File: src/rtl/rom_serializer.sv
// Framed bit-serial transmitter that walks a word ROM: start bit, data LSB first, optional parity, stop bit.
// Define SER_PARITY_EN to insert an even-parity bit between the data bits and the stop bit.
module rom_serializer #(
    parameter int WORD_W = 4,
    parameter int ADDR_W = 4,
    parameter int BIT_W  = 2,
    parameter int DIV    = 1
) (
    input  logic              hit,
    input  logic              clr,
    input  logic              start,
    input  logic              cont,
    input  logic              abort,
    input  logic [WORD_W-1:0] rom_data,
    output logic [ADDR_W-1:0] NOM,
    output logic [BIT_W-1:0]  BIT,
    output logic [WORD_W-1:0] LE,
    output logic              TX,
    output logic              busy,
    output logic              done
);

    localparam int DIV_W = (DIV > 1) ? $clog2(DIV) : 1;
    localparam logic [DIV_W-1:0] DIV_LAST = DIV_W'(DIV - 1);
    localparam logic [BIT_W-1:0] LAST_BIT = BIT_W'(WORD_W - 1);

    typedef enum logic [2:0] {
        S_IDLE,
        S_FETCH,
        S_START,
        S_DATA,
        S_PARITY,
        S_STOP
    } state_t;

    state_t           state;
    logic [DIV_W-1:0] div;
    logic             bit_end;

    function automatic logic sel_bit(input logic [WORD_W-1:0] word, input logic [BIT_W-1:0] idx);
        logic [WORD_W-1:0] sh;
        sh = word >> idx;
        return sh[0];
    endfunction

`ifdef SER_PARITY_EN
    function automatic logic even_parity(input logic [WORD_W-1:0] word);
        return ^word;
    endfunction
`endif

    assign bit_end = (div == DIV_LAST);

    // TX is registered, so each transition loads the line level of the state being entered.
    always_ff @(posedge hit or negedge clr) begin
        if (!clr) begin
            state <= S_IDLE;
            NOM   <= '0;
            BIT   <= '0;
            LE    <= '0;
            TX    <= 1'b1;
            busy  <= 1'b0;
            done  <= 1'b0;
            div   <= '0;
        end else begin
            done <= 1'b0;
            if (abort && state != S_IDLE) begin
                state <= S_IDLE;
                NOM   <= '0;
                BIT   <= '0;
                TX    <= 1'b1;
                busy  <= 1'b0;
                div   <= '0;
            end else begin
                case (state)
                    S_IDLE: begin
                        TX <= 1'b1;
                        if (start) begin
                            NOM   <= '0;
                            busy  <= 1'b1;
                            state <= S_FETCH;
                        end
                    end
                    S_FETCH: begin
                        LE    <= rom_data;
                        BIT   <= '0;
                        div   <= '0;
                        TX    <= 1'b0;
                        state <= S_START;
                    end
                    default: begin
                        if (!bit_end) begin
                            div <= div + 1'b1;
                        end else begin
                            div <= '0;
                            case (state)
                                S_START: begin
                                    TX    <= sel_bit(LE, '0);
                                    state <= S_DATA;
                                end
                                S_DATA: begin
                                    if (BIT == LAST_BIT) begin
                                        BIT <= '0;
`ifdef SER_PARITY_EN
                                        TX    <= even_parity(LE);
                                        state <= S_PARITY;
`else
                                        TX    <= 1'b1;
                                        state <= S_STOP;
`endif
                                    end else begin
                                        BIT <= BIT + 1'b1;
                                        TX  <= sel_bit(LE, BIT + 1'b1);
                                    end
                                end
`ifdef SER_PARITY_EN
                                S_PARITY: begin
                                    TX    <= 1'b1;
                                    state <= S_STOP;
                                end
`endif
                                S_STOP: begin
                                    TX <= 1'b1;
                                    if (NOM != '1) begin
                                        NOM   <= NOM + 1'b1;
                                        state <= S_FETCH;
                                    end else if (cont) begin
                                        NOM   <= '0;
                                        state <= S_FETCH;
                                    end else begin
                                        busy  <= 1'b0;
                                        done  <= 1'b1;
                                        state <= S_IDLE;
                                    end
                                end
                                default: begin
                                    TX    <= 1'b1;
                                    busy  <= 1'b0;
                                    state <= S_IDLE;
                                end
                            endcase
                        end
                    end
                endcase
            end
        end
    end

endmodule

File: config.mk
export PLATFORM = sky130hd
export DESIGN_NAME = rom_serializer
export DESIGN_NICKNAME = d
export VERILOG_FILES = /design/src/rtl/rom_serializer.sv
export SDC_FILE = /design/constraint.sdc
export NUM_CORES = 1
export LEC_CHECK = 0
export BUFFER_PORTS_ARGS = -buffer_cell sky130_fd_sc_hd__clkbuf_2
export CORE_UTILIZATION = 50
export CTS_BUF_LIST = sky130_fd_sc_hd__clkbuf_4
export DETAILED_ROUTE_END_ITERATION = 10
export GPL_TIMING_DRIVEN = 0
export PLACE_DENSITY_LB_ADDON = 0.05
export SLEW_MARGIN = 30
export SYNTH_ARGS = -nofsm -noshare
export SYNTH_HDL_FRONTEND = slang
export SYNTH_SLANG_ARGS = --single-unit
File: constraint.sdc
create_clock -name hit -period 3.43 [get_ports hit]
set_clock_uncertainty 0.05 [all_clocks]
set_input_delay 0.343 -clock hit [delete_from_list [all_inputs] [get_ports hit]]
set_output_delay 0.343 -clock hit [all_outputs]
set_load 0.1 [all_outputs]
==> results.toml <==
[global_routing]
grt_pass1_vias = 582
grt_pass1_wl_um = 2580
track_usage_pct = 19.3
antenna_found_initial = 0
grt_max_degree = 17
overflow = 0

[synthesis]
syn_nets = 84
synthCells = 73
synth.largest_area_cell = "dfrtp_1"
ys_warn_count = 0
ys_ff_latch = 16
synth-main-ff-cell = "dfrtp_1"
ys_top_cells_by_area = "dfrtp_1, mux2_2, nand2_1"
synth_cell_types = 34
synth_commonest_cells = "dfrtp_1, nand2_1, nor2_1"
syn-cell-area_um2 = 822
synth_top_area_share_pct = 45.7
async_flop_share_pct = 100
yosysMostFrequentCell = "dfrtp_1"
yosysSeqAreaShare_pct = 48.9
syn_area_per_cell_um2 = 11.3
synth_edf_count = 0

[worst_hold_path]
hold_start = "rom_data[2]"
holdPathEnd = "LE[2]"
hold_class = "in -> reg"
worstHoldPathCells = 2

[sta]
slew_headroom_pct = 64.1
rsz0062_at_grt = "false"
hold_viol_final = 0
slew_viol_final = 0
fin_tns_setup_ns = 0
setup_violations = 0
period_share_pct = 47.5
fmax_ghz = 0.614
tightest_slew_ns = 0.541
finalCriticalPeriod_ns = 1.63

[setup_path]
slowest_delay_ns = 0.52
cp_max_fo = 1
critPathTopFamily = "flip-flops"
cp_data_arrival_time_ns = 1.24
rr_startpoint = "state[2]"
cpMaxStageDelayCell = "dfstp_2"
path_cells = "clkbuf_2"
startpoint_type = "register"
worstReg2RegEnd = "LE[1]"
crit_type = "reg -> out"
worstRegToRegCells = 3
critical_path_required_ns = 3.04
worst-r2r-setup-slack_ns = 1.82
endpoint_kind = "output pin"
worst-path-buf-inv = 1

[placement]
placed_area_um2 = 947
hpwl_um = 1180
place.gp.congestion = 0.811
numPortBuffers = 21

[die]
fp.dieW_um = 42.5
initial_core_util_pct = 53.9
dieArea_mm2 = 0.00181
die_h_um = 42.5
num_io_pins = 22
core-area_mm2 = 0.00152
num_rows = 14

[clock_network]
cts_resized = 0
cts_hold_buf = 1
tritoncts = "yes"
ctsLongestPathBuffers = 2
h-tree-depth = 1
cts_sinks = 16
cts_setup_buffers = 0
cts_root_buf = "clkbuf_4"
cts_buffers = 3
clkTransAtPathRegs_ns = 0.10
clk_latency_ns = 0.28

[cells_and_area]
area_growth_pct = 20.1
final_cell_area_um2 = 987
fin_nets = 111
n_antenna_cell = 0
drive_gt1_share_pct = 39.4

[routing]
drt_wl_total_um = 1550
drc = 0
via_count = 636
antenna_left = 0
viasPerCell = 5.53
drt_pre_antenna_iters = 4
wl_per_cell_um = 13.4
drt_iter0_markers = 23

[power_and_ir_drop]
leakage_nw = 0.480
vdd_ir_drop_max_mv = 0.644
p_per_area_mw_per_mm2 = 731

[run_status]
outcome = "complete, no violations"

[flow_run]
maxCapViolCount = 0
-- how the worst max path moves through the flow --
stage / to / slack [ns] / start / cells after the start
global placement: LE[2] / 1.81 / abort / 4
global route: LE[1] / 1.70 / state[2] / 3
finish: TX / 1.80 / TX / 1
detailed placement: LE[1] / 1.81 / abort / 4
CTS: TX / 1.79 / TX / 1
floorplan: TX / 1.35 / BIT[0] / 5
-- area by class of cell --
class                   instances  area (um2)
flip-flops and latches         16         402
multi-input cells              53         390
repair buffers                 22         115
well taps                      16        20.0
inverters                       2        7.51
clock buffers                   4        30.0
plain buffers                   2        22.5
fillers                       126         537
-- state kept, by name, indices dropped and copies added (netlist names) --
| register | cells |
|---|---|
| busy | 1 |
| done | 1 |
| NOM | 4 |
| BIT | 2 |
| TX | 1 |
| state | 3 |
| LE | 4 |
-- where the power goes --
group / switching [W] / leakage (nW) / total (W) / internal (W)
clock: 0.0000574 / 0.0184 / 0.000110 / 0.0000529
combinational: 0.000280 / 0.255 / 0.000364 / 0.0000844
sequential: 0.0000249 / 0.206 / 0.000247 / 0.000222
-- stage by stage --
step	total power (W)	utilization [%]	hold slack, ns	instances	worst slack, ns
global placement	0.000611	62.2	0.225	110	1.81
global route	0.000754	64.8	0.240	115	1.70
CTS	0.000729	64.8	0.235	115	1.79
floorplan	0.000557	-	-0.00259	73	1.35
detailed placement	0.000617	62.2	0.233	110	1.81
finish	0.000721	64.8	0.239	115	1.80
-- metal layers --
metal / vias up / routed length, um / track usage (%)
met5: - / 0 / 0
met4: 0 / 10 / 9.38
met3: 2 / 78 / 2.59
met2: 22 / 700 / 28.9
met1: 290 / 755 / 27.6
li1: 322 / - / -
-- cell usage in the layout (no fill, tap or decap) --
master	synthesis	routed
a21boi_0	1	1
a21oi_1	2	2
a22o_1	2	2
a311oi_1	1	1
a31oi_1	1	1
a32o_1	1	1
and2_0	1	1
and2b_2	1	1
and4_1	1	1
buf_6	2	2
clkbuf_2	0	21
clkbuf_4	0	4
dfrtp_1	15	15
dfstp_2	1	1
dlygate4sd3_1	0	1
ha_1	2	2
inv_1	2	2
mux2_2	4	4
mux2i_1	1	1
mux4_2	1	1
nand2_1	8	8
nand2_2	1	1
nand3_1	2	2
nand3_2	1	1
nand4_1	1	1
nand4b_1	1	1
nor2_1	6	6
nor2b_4	1	1
nor3_1	1	1
nor3_4	1	1
nor4_1	1	1
o21a_1	1	1
o21ai_0	5	5
o2bb2ai_1	1	1
o31ai_1	1	1
or3_4	1	1
xor2_1	1	1
-- logic make-up (layout without fill, tap and decap cells) --
logic type | Yosys count | count (layout) | synth area share [%]
simple gates | 28 | 28 | 20.7
buf+inv | 4 | 30 | 3.65
mux | 6 | 6 | 9.44
compound gates | 16 | 16 | 13.2
xor+xnor | 1 | 1 | 1.07
flops | 16 | 16 | 48.9
fa+ha+maj | 2 | 2 | 3.04
(Power assumes the default switching activity.)
